==> src/rtl/params_pkg.sv <==
// Shared types and default widths for the decode/issue stage: RV32 instruction
// layout, the opcode subset this stage understands, and the MUL decode helper.
package params_pkg;

   localparam int DATA_WIDTH_DEF     = 32;
   localparam int ADDR_WIDTH_DEF     = 32;
   localparam int REGISTER_WIDTH_DEF = 5;
   localparam int SHAMT_WIDTH_DEF    = 5;
   localparam int MUL_STAGES_DEF     = 5;
   localparam int CNT_WIDTH_DEF      = 16;

   typedef enum logic [6:0] {
      OP_R         = 7'b0110011,
      OP_IMMEDIATE = 7'b0010011,
      OP_LOAD      = 7'b0000011,
      OP_STORE     = 7'b0100011,
      OP_BRANCH    = 7'b1100011,
      OP_JAL       = 7'b1101111,
      OP_AUIPC     = 7'b0010111
   } opcode_e;

   typedef struct packed {
      logic [6:0] funct7;
      logic [4:0] rs2;
      logic [4:0] rs1;
      logic [2:0] funct3;
      logic [4:0] rd;
      logic [6:0] opcode;
   } instruction_t;

   function automatic logic is_mul_op(input instruction_t ins);
      return (ins.opcode == OP_R) && (ins.funct3 == 3'b000) && (ins.funct7 == 7'b0000001);
   endfunction

endpackage

==> src/rtl/mul_dest_tracker.sv <==
// Shift register of {valid, rd} mirroring the multiplier pipeline; reports
// in-flight (not yet bypassable) and last-stage matches for both sources.
module mul_dest_tracker #(
   parameter int MUL_STAGES     = 5,
   parameter int REGISTER_WIDTH = 5
) (
   input  logic                      clk_i,
   input  logic                      rst_i,
   input  logic                      push_i,
   input  logic [REGISTER_WIDTH-1:0] push_rd_i,
   input  logic [REGISTER_WIDTH-1:0] rs1_i,
   input  logic [REGISTER_WIDTH-1:0] rs2_i,
   output logic                      rs1_busy_o,
   output logic                      rs2_busy_o,
   output logic                      rs1_last_o,
   output logic                      rs2_last_o,
   output logic                      early_busy_o,
   output logic                      ls_busy_o,
   output logic                      busy_o
);
   logic [MUL_STAGES-1:0]     vld_q, vld_d;
   logic [REGISTER_WIDTH-1:0] rd_q [MUL_STAGES];
   logic [REGISTER_WIDTH-1:0] rd_d [MUL_STAGES];
   logic [MUL_STAGES-1:0]     rs1_hit, rs2_hit;

   for (genvar gi = 0; gi < MUL_STAGES; gi++) begin : g_slot
      if (gi == 0) begin : g_head
         assign vld_d[gi] = push_i;
         assign rd_d[gi]  = push_rd_i;
      end else begin : g_body
         assign vld_d[gi] = vld_q[gi-1];
         assign rd_d[gi]  = rd_q[gi-1];
      end
      assign rs1_hit[gi] = vld_q[gi] && (rd_q[gi] == rs1_i);
      assign rs2_hit[gi] = vld_q[gi] && (rd_q[gi] == rs2_i);
   end

   always_ff @(posedge clk_i) begin
      if (rst_i) begin
         vld_q <= '0;
         for (int k = 0; k < MUL_STAGES; k++) rd_q[k] <= '0;
      end else begin
         vld_q <= vld_d;
         for (int k = 0; k < MUL_STAGES; k++) rd_q[k] <= rd_d[k];
      end
   end

   // Only the final stage carries a usable result; earlier stages are hazards.
   assign rs1_busy_o   = |rs1_hit[MUL_STAGES-2:0];
   assign rs2_busy_o   = |rs2_hit[MUL_STAGES-2:0];
   assign rs1_last_o   = rs1_hit[MUL_STAGES-1];
   assign rs2_last_o   = rs2_hit[MUL_STAGES-1];
   assign early_busy_o = |vld_q[MUL_STAGES-2:0];
   assign ls_busy_o    = vld_q[0] | vld_q[1];
   assign busy_o       = |vld_q;
endmodule

==> src/rtl/decode_issue_stage.sv <==
// Decodes one RV32 instruction per cycle, resolves hazards/bypasses and issues
// it to the ALU path or the multiplier pipeline through registered outputs.
module decode_issue_stage
   import params_pkg::*;
#(
   parameter int DATA_WIDTH     = DATA_WIDTH_DEF,
   parameter int ADDR_WIDTH     = ADDR_WIDTH_DEF,
   parameter int REGISTER_WIDTH = REGISTER_WIDTH_DEF,
   parameter int SHAMT_WIDTH    = SHAMT_WIDTH_DEF,
   parameter int MUL_STAGES     = MUL_STAGES_DEF,
   parameter int CNT_WIDTH      = CNT_WIDTH_DEF
) (
   input  logic                      clk_i,
   input  logic                      rst_i,
   input  logic                      valid_i,
   input  logic                      flush_i,
   input  logic                      mem_stall_i,
   input  logic                      alu_done_i,
   input  logic                      wb_next_i,
   input  logic                      wb_reg_wr_en_i,
   input  logic [REGISTER_WIDTH-1:0] wb_wr_reg_i,
   input  logic [DATA_WIDTH-1:0]     wb_data_i,
   input  logic [DATA_WIDTH-1:0]     mul_result_i,
   input  logic [ADDR_WIDTH-1:0]     pc_i,
   input  instruction_t              instruction_i,
   input  logic [DATA_WIDTH-1:0]     rs1_data_i,
   input  logic [DATA_WIDTH-1:0]     rs2_data_i,
   output logic                      stall_o,
   output logic [REGISTER_WIDTH-1:0] rs1_o,
   output logic [REGISTER_WIDTH-1:0] rs2_o,
   output logic                      alu_valid_o,
   output logic                      mul_valid_o,
   output logic [REGISTER_WIDTH-1:0] wr_reg_o,
   output logic [ADDR_WIDTH-1:0]     pc_o,
   output logic [DATA_WIDTH-1:0]     rs1_data_o,
   output logic [DATA_WIDTH-1:0]     rs2_data_o,
   output logic [DATA_WIDTH-1:0]     imm_o,
   output logic [SHAMT_WIDTH-1:0]    shamt_o,
   output instruction_t              instruction_o,
   output logic                      mul_busy_o,
   output logic [CNT_WIDTH-1:0]      bubble_cnt_o
);
   instruction_t          ins;
   logic [31:0]           raw;
   logic                  is_mul, reads_rs1, reads_rs2, writes_alu, is_mem;
   logic                  rs1_busy, rs2_busy, rs1_last, rs2_last, early_busy, ls_busy;
   logic                  raw_hazard, struct_stall, stall_d, load_en;
   logic                  alu_valid_d, mul_valid_d;
   logic [DATA_WIDTH-1:0] rs1_fwd, rs2_fwd, imm_d;
   logic                  alu_valid_q, mul_valid_q;
   logic [CNT_WIDTH-1:0]  bubble_q;

   assign ins   = instruction_i;
   assign raw   = instruction_i;
   assign rs1_o = ins.rs1;
   assign rs2_o = ins.rs2;

   always_comb begin
      is_mul     = is_mul_op(ins);
      reads_rs1  = !(ins.opcode inside {OP_JAL, OP_AUIPC});
      reads_rs2  = !(ins.opcode inside {OP_JAL, OP_AUIPC, OP_LOAD, OP_IMMEDIATE});
      writes_alu = ((ins.opcode == OP_R) && !is_mul) || (ins.opcode inside {OP_IMMEDIATE, OP_JAL, OP_AUIPC});
      is_mem     = ins.opcode inside {OP_LOAD, OP_STORE};
   end

   mul_dest_tracker #(
      .MUL_STAGES    (MUL_STAGES),
      .REGISTER_WIDTH(REGISTER_WIDTH)
   ) u_tracker (
      .clk_i       (clk_i),
      .rst_i       (rst_i),
      .push_i      (mul_valid_d),
      .push_rd_i   (ins.rd),
      .rs1_i       (ins.rs1),
      .rs2_i       (ins.rs2),
      .rs1_busy_o  (rs1_busy),
      .rs2_busy_o  (rs2_busy),
      .rs1_last_o  (rs1_last),
      .rs2_last_o  (rs2_last),
      .early_busy_o(early_busy),
      .ls_busy_o   (ls_busy),
      .busy_o      (mul_busy_o)
   );

   always_comb begin
      raw_hazard   = valid_i && ((reads_rs1 && (ins.rs1 != '0) && rs1_busy) ||
                                 (reads_rs2 && (ins.rs2 != '0) && rs2_busy));
      struct_stall = (writes_alu && (wb_next_i || early_busy || (alu_valid_q && !alu_done_i))) ||
                     (is_mem && ls_busy);
      stall_d      = valid_i && !flush_i && (mem_stall_i || raw_hazard || struct_stall);
      load_en      = !flush_i && !stall_d;
      alu_valid_d  = load_en && valid_i && !is_mul;
      mul_valid_d  = load_en && valid_i && is_mul;
   end

   assign stall_o = stall_d;

   // The last multiplier stage outranks WB: it holds the younger write to the same register.
   always_comb begin
      rs1_fwd = rs1_data_i;
      if (ins.rs1 == '0)                                   rs1_fwd = '0;
      else if (rs1_last)                                   rs1_fwd = mul_result_i;
      else if (wb_reg_wr_en_i && (wb_wr_reg_i == ins.rs1)) rs1_fwd = wb_data_i;
      rs2_fwd = rs2_data_i;
      if (ins.rs2 == '0)                                   rs2_fwd = '0;
      else if (rs2_last)                                   rs2_fwd = mul_result_i;
      else if (wb_reg_wr_en_i && (wb_wr_reg_i == ins.rs2)) rs2_fwd = wb_data_i;
   end

   always_comb begin
      imm_d = '0;
      case (ins.opcode)
         OP_LOAD, OP_IMMEDIATE: imm_d = DATA_WIDTH'($signed(raw[31:20]));
         OP_STORE:  imm_d = DATA_WIDTH'($signed({raw[31:25], raw[11:7]}));
         OP_BRANCH: imm_d = DATA_WIDTH'($signed({raw[31], raw[7], raw[30:25], raw[11:8], 1'b0}));
         OP_JAL:    imm_d = DATA_WIDTH'($signed({raw[31], raw[19:12], raw[20], raw[30:21], 1'b0}));
         OP_AUIPC:  imm_d = DATA_WIDTH'($signed({raw[31:12], 12'b0}));
         default:   imm_d = '0;
      endcase
   end

   always_ff @(posedge clk_i) begin
      if (rst_i) begin
         alu_valid_q   <= 1'b0;
         mul_valid_q   <= 1'b0;
         wr_reg_o      <= '0;
         pc_o          <= '0;
         rs1_data_o    <= '0;
         rs2_data_o    <= '0;
         imm_o         <= '0;
         shamt_o       <= '0;
         instruction_o <= '0;
         bubble_q      <= '0;
      end else begin
         alu_valid_q <= alu_valid_d;
         mul_valid_q <= mul_valid_d;
         if (load_en) begin
            wr_reg_o      <= ins.rd;
            pc_o          <= pc_i;
            rs1_data_o    <= rs1_fwd;
            rs2_data_o    <= rs2_fwd;
            imm_o         <= imm_d;
            shamt_o       <= (ins.opcode == OP_IMMEDIATE) ? SHAMT_WIDTH'({raw[25], ins.rs2}) : '0;
            instruction_o <= ins;
         end
         if (stall_d && (bubble_q != '1)) bubble_q <= bubble_q + 1'b1;
      end
   end

   assign alu_valid_o  = alu_valid_q;
   assign mul_valid_o  = mul_valid_q;
   assign bubble_cnt_o = bubble_q;
endmodule

==> config.mk <==
export PLATFORM = sky130hd
export DESIGN_NAME = decode_issue_stage
export DESIGN_NICKNAME = d
export VERILOG_FILES = /design/src/rtl/params_pkg.sv /design/src/rtl/mul_dest_tracker.sv /design/src/rtl/decode_issue_stage.sv
export SDC_FILE = /design/constraint.sdc
export NUM_CORES = 1
export LEC_CHECK = 0
export CAP_MARGIN = 20
export CORE_ASPECT_RATIO = 1.4
export CORE_MARGIN = 1.5
export CORE_UTILIZATION = 40
export CTS_CLUSTER_DIAMETER = 30
export DETAILED_ROUTE_END_ITERATION = 16
export GPL_TIMING_DRIVEN = 0
export PLACE_DENSITY_LB_ADDON = 0.2
export SETUP_SLACK_MARGIN = 0.3
export SLEW_MARGIN = 10
export SYNTH_ARGS = -nofsm -noshare
export SYNTH_HDL_FRONTEND = slang
export SYNTH_SLANG_ARGS = --single-unit
==> constraint.sdc <==
create_clock -name clk_i -period 2.5 [get_ports clk_i]
set_input_delay 0.25 -clock clk_i [delete_from_list [all_inputs] [get_ports clk_i]]
set_output_delay 0.25 -clock clk_i [all_outputs]
set_load 0.01 [all_outputs]
Word-level counts from Yosys, hierarchy flattened
Memory sizes are Yosys's and may differ from the RTL's.
Cells that the tools add are included.
- add/subtract/negate cells: 1
- equality and inequality tests: 21
- multiplexer cells: 16
- bitwise logic cells: 6
- reductions and logical operators: 57
- operators by type and width (cell ; count):
    32-bit two-way mux ; 6
    32-bit case mux with 5 select lines ; 1
    5-bit == test ; 12
    1-bit logical AND ; 30
    5-bit two-way mux ; 6
    16-bit by 1-bit adder with 16-bit output, second input constant ; 1
    16-bit != test, second input constant ; 1
    7-bit by 5-bit == test with 1-bit output, second input constant ; 2
    7-bit by 6-bit == test with 1-bit output, second input constant ; 2
    7-bit == test, second input constant ; 2
    4-bit OR reduction ; 3
    5-bit zero test ; 2
    5-bit nonzero test ; 2
    7-bit by 1-bit == test with 1-bit output, second input constant ; 1
    7-bit by 2-bit == test with 1-bit output, second input constant ; 1
    1-bit logical OR ; 7
    1-bit zero test ; 6
    1-bit OR ; 6
    5-bit OR reduction ; 1
    2-bit nonzero test ; 2
    4-bit nonzero test ; 1
    3-bit zero test ; 1
    1-bit two-way mux ; 3
    3-bit nonzero test ; 1
    2-bit OR reduction ; 1
- register bits: 188
- RAM bits: 25
- bits of input ports: 205
- output and inout bits: 200
- word-level logic and storage cells: 117
- memories: 1
- memories (memory ; words ; bits a word ; read ports ; clocked after memory_dff ; wr ports ; RTL line ; RTL):
    u_tracker.rd_q ; 5 ; 5 ; 5 ; 0 ; 5 ; mul_dest_tracker.sv:22 ; logic [REGISTER_WIDTH-1:0] rd_q [MUL_STAGES];

Logic depth before layout (Yosys ltp)
- word-level depth: 14
- mapped depth: 12
- depth with buffers taken out: 8

By module
A second synthesis with hierarchy kept.
- cell total of the unflattened synthesis: 1215
- area total of the unflattened synthesis: 10665.2 um^2
- by module, submodules not included (module ; times used ; cells each ; area each (um^2) ; seq. area each (um^2)):
    decode_issue_stage ; 1 ; 1067 ; 9208.8 ; 3663.5
    mul_dest_tracker ; 1 ; 148 ; 1456.4 ; 600.6

Worst setup path after synthesis
OpenSTA, ideal clock, no wires.
- path kind: reg-to-reg
- start point: reg u_tracker.vld_q[0]
- end point: reg rs1_data_o[12]
- setup time: 0.129 ns
- data arrival time: 2.291 ns
- data required time: 2.371 ns
- setup slack: 0.079 ns
- cell stages (with the launch flop): 12
- path buffers: 3
- period minus slack after synthesis: 2.421 ns
- path through: dfxtp_1 -> or4_4 -> o311ai_2 -> o221ai_2 -> nand3_1 -> o31a_1 -> nand3_1 -> buf_4 -> buf_4 -> buf_2 -> nand3b_1 -> o31ai_1
- longest elaborated chain between the ends: 10
- elaborated cells between the ends (all ways): 20
- classes of those cells: bitwise (1); reduce/logical (19)
- ends and longest elaborated chain (what ; RTL line ; RTL):
    start: declaration ; mul_dest_tracker.sv:21 ; logic [MUL_STAGES-1:0] vld_q, vld_d;
    start signal: assignment ; mul_dest_tracker.sv:43 ; vld_q <= vld_d;
    1-bit logical AND (on tied branches) ; mul_dest_tracker.sv:34, mul_dest_tracker.sv:35 ;
    4-bit OR reduction (on tied branches) ; mul_dest_tracker.sv:49, mul_dest_tracker.sv:50 ;
    1-bit logical AND (on tied branches) ; decode_issue_stage.sv:86, decode_issue_stage.sv:87 ;
    1-bit logical OR ; decode_issue_stage.sv:86 ; raw_hazard = valid_i && ((reads_rs1 && (ins.rs1 != '0) && rs1_busy) ||
    1-bit logical AND ; decode_issue_stage.sv:86 ;
    1-bit logical OR ; decode_issue_stage.sv:90 ; stall_d = valid_i && !flush_i && (mem_stall_i || raw_hazard || struct_stall);
    1-bit logical OR * ; decode_issue_stage.sv:90 ;
    1-bit logical AND * ; decode_issue_stage.sv:90 ;
    1-bit zero test * ; decode_issue_stage.sv:91 ; load_en = !flush_i && !stall_d;
    1-bit logical AND * ; decode_issue_stage.sv:91 ;
    end signal: assignment ; decode_issue_stage.sv:140 ; rs1_data_o <= rs1_fwd;
    end: declaration ; decode_issue_stage.sv:35 ; output logic [DATA_WIDTH-1:0] rs1_data_o,
Mark *: on every way between the ends. The rest lies on a longest branch, timed or not.
A chain may end at the register's enable or synchronous reset.

Worst setup path in the final report
- start point: reg u_tracker.vld_q[1]
- end point: reg rs1_data_o[24]
Same word-level chain as after synthesis.

==> metrics.md <==
| Metric | Value |
|---|---|
| Initial antenna violation count | 1 |
| Clock Skews | 0.01843 ns |
| RSZ-0062 raised after global routing | true |
| Fin crit share | 1.056 |
| Die Ht | 191.3 um |
| Filler cell count | 1925 |
| Final hold vios | 0 |
| Die width | 137.5 um |
| Yosys top cell area share | 0.4190 |
| Worst Setup End Kind | flop |
| Final Wtd Congestion | 0.8703 |
| Post-synth EDFFs | 0 |
| Cts bufs inserted | 39 |
| CP Max Fanout | 8 |
| Clock buffer depth | 3 |
| Avg Inst Size Synth | 8.469 sq um |
| Flop and latch count out of synthesis | 212 |
| Core area | 0.02476 sq mm |
| Largest area contributor in the netlist | dfxtp_1 |
| Via count | 11.20k |
| I/O pin count | ~400 |
| Rel. slew slack | 0.3746 |
| Peak VDD IR | 0.0005828 V |
| Top post-synthesis cells by area | dfxtp_1 (42%), nand2_1 (7.9%), mux2i_1 (6.4%) |
| Hold Buf Count CTS | 0 |
| Synth Warn # | 0 |
| Synth Net Count | between 1k and 1.5k |
| Clock Latency Late Sink | approximately 0.52 ns |
| Antenna Nets Post-Route | 0 |
| Placed cell count | 1910 |
| GR Overflow Total | 0 |
| Vias in the first global route | about 11k |
| First-pass GRT wire length | 60540 um |
| Setup violations, final | roughly 160 |
| Post-layout minimum cycle time | 2.641 ns |
| Failing checks | negative setup slack |
| PortBufs | 399 |
| Gr usage total | 0.2998 |
| CTS H-Tree Depth | 2 |
| Status | complete, but fails checks |
| Critical path data arrival time | between 3 and 4 ns |
| Final instance count without filler cells | 2024 |
| CP startpoint kind | flop |
| Yosys cell types | 55 |
| Seq/Total Area, Yosys | 0.4190 |
| DRT Pass-1 Iters | 5 |
| Root Buffer | clkbuf_16 |
| FMAX | 378.7 MHz |
| P_leak | between 6 and 7 nW |
| Cell area after layout | between 0.015 and 0.02 sq mm |
| Clock transition at path regs | 0.05 ns |
| Layout area overhead | 74.21% |
| Top post-synthesis cells by count | dfxtp_1 (212), nand2_1 (212), a21oi_1 (75), nand3b_1 (75), o21ai_0 (72) |
| CTS tree | done |
| WL/cell | 21.34 um |
| Largest net degree at the start of global routing | 11 |
| Setup ws final | -0.1406 ns |
| DIE AREA | 0.02630 sq mm |
| Final wirelength | 43200 um |
| Asr flop ratio synth | 0 |
| Area after DPL | approximately 0.015 sq mm |
| Min-delay worst type | in -> reg |
| Final nets | 1883 |
| Remaining DRCs | 0 |
| PD cells | 611.4 mW/mm^2 |
| Rows | 68 |
| Reg2Reg Setup Slack | -0.14 ns |
| Synth Instances | 1196 |
| Clock sinks | 212 |
| Initial Util | 0.4091 |
| Worst slew pin tran | 0.9309 ns |
| Crit Path Category | reg -> reg |
| Maxcap violations | 0 |
| Via density per instance | between 5 and 6 |
| Main synth FF type | dfxtp_1 |
| Data required, critical path | 2.87 ns |
| Initial DRC count | 690 |
| Fin. max-slew vios | 0 |
| Pre-CTS setup slack | -0.9274 ns |
| Cell Area, Synth | 0.01013 sq mm |
| Final HPWL DP | 30420 um |
| Layout cell share with drive strength beyond 1 | 0.2080 |
cell families (layout without fill, tap and decap cells):
family | after synthesis | after routing | share of synthesized area
xor+xnor | 63 | 63 | 0.05448
buf+inv | 123 | 634 | 0.06325
fa+ha+maj | 1 | 1 | 0.001235
compound gates | 258 | 258 | 0.1587
mux | 67 | 67 | 0.06646
simple gates | 472 | 472 | 0.2368
other cells | 0 | 2 | 0
flops | 212 | 212 | 0.4190
timing repair:
action | 4_1_cts | 5_1_grt
buffers inserted | 23 | 4
resized for setup | 85 | 165
setup endpoints to repair | 185 | 185
cloned | 1 | 13
pin swaps | 25 | 49
final timing paths:
path                            end  cells past startpoint                from
hold reg to reg             pc_o[2]                      2             pc_o[2]
hold / removal    instruction_o[17]                      3   instruction_i[17]
setup reg to reg     rs1_data_o[24]                     12  u_tracker.vld_q[1]
setup / recovery     rs1_data_o[24]                     12  u_tracker.vld_q[1]
metrics by stage:
| stage | hold slack, ns | total power, W | TNS [ns] | utilization |
|---|---|---|---|---|
| after floorplan | 0.3730 | 0.004401 | 0 | - |
| after global placement | 0.4407 | 0.005308 | -120.81 | 0.5974 |
| after detailed placement | 0.4457 | 0.005330 | -131.00 | 0.5974 |
| after CTS | 0.03275 | 0.01060 | -2.215 | 0.6706 |
| after global routing | 0.04462 | 0.01111 | -19.96 | 0.7126 |
| final | 0.04184 | 0.01079 | -9.388 | 0.7127 |
registers in the layout, indices dropped and copies added, names as in the netlist:
register	flops
imm_o	32
bubble_cnt_o	16
alu_valid_o	1
u_tracker.vld_q	5
pc_o	32
shamt_o	5
u_tracker.rd_q	25
instruction_o	32
rs2_data_o	32
rs1_data_o	32
critical path: stages, from the launching register on:
cell,delay [ns]
dfxtp_2,0.32
or4_4,0.58
o311ai_4,0.33
o221ai_4,0.14
nand3_2,0.08
o31a_1,0.16
buf_6,0.12
nand3_4,0.11
buf_8,0.18
buf_12,0.15
clkbuf_16,0.16
nand3b_1,0.07
o31ai_1,0.08
power by group:
group	leakage [nW]	internal (W)	switching, W
sequential	1.74	0.00355	0.000102
combinational	4.35	0.00103	0.000883
clock	0.633	0.00340	0.00182
layout make-up:
type,count,area [sq um],area share
clock buffer,49,1085,0.06148
tap,315,394.1,0.02234
buffer,119,974.7,0.05524
inverter,4,15.01,0.0008509
clock inverter,22,230.2,0.01305
antenna,2,5.005,0.0002836
sequential,212,4254,0.2411
multi-input combinational,861,6105,0.3460
timing repair buffer,440,4582,0.2597
routing by layer:
layer | wire [um] | track usage | up-vias
met5 | 0 | 0 | -
met4 | 2288 | 0.1591 | 0
met3 | 3790 | 0.08194 | 137
met2 | 22320 | 0.5481 | 538
met1 | 14800 | 0.3045 | 5376
li1 | - | - | 5153
placed cells by master (no fill, tap or decap), drive strengths merged, types with 9 or more instances in the layout:
master,Yosys,layout
or3,9,9
clkdlybuf4s50,0,389
nand2,212,212
clkinv,0,11
clkbuf,52,114
a21oi,76,76
o21ai,73,73
nor3,26,26
dfxtp,212,212
nor2,38,38
xor2,51,51
nor2b,35,35
a211oi,20,20
nand3,32,32
o31ai,67,67
buf,67,95
xnor2,12,12
nor4,14,14
mux2i,65,65
nand3b,75,75
No activity file was read; power rests on OpenSTA's default activity.
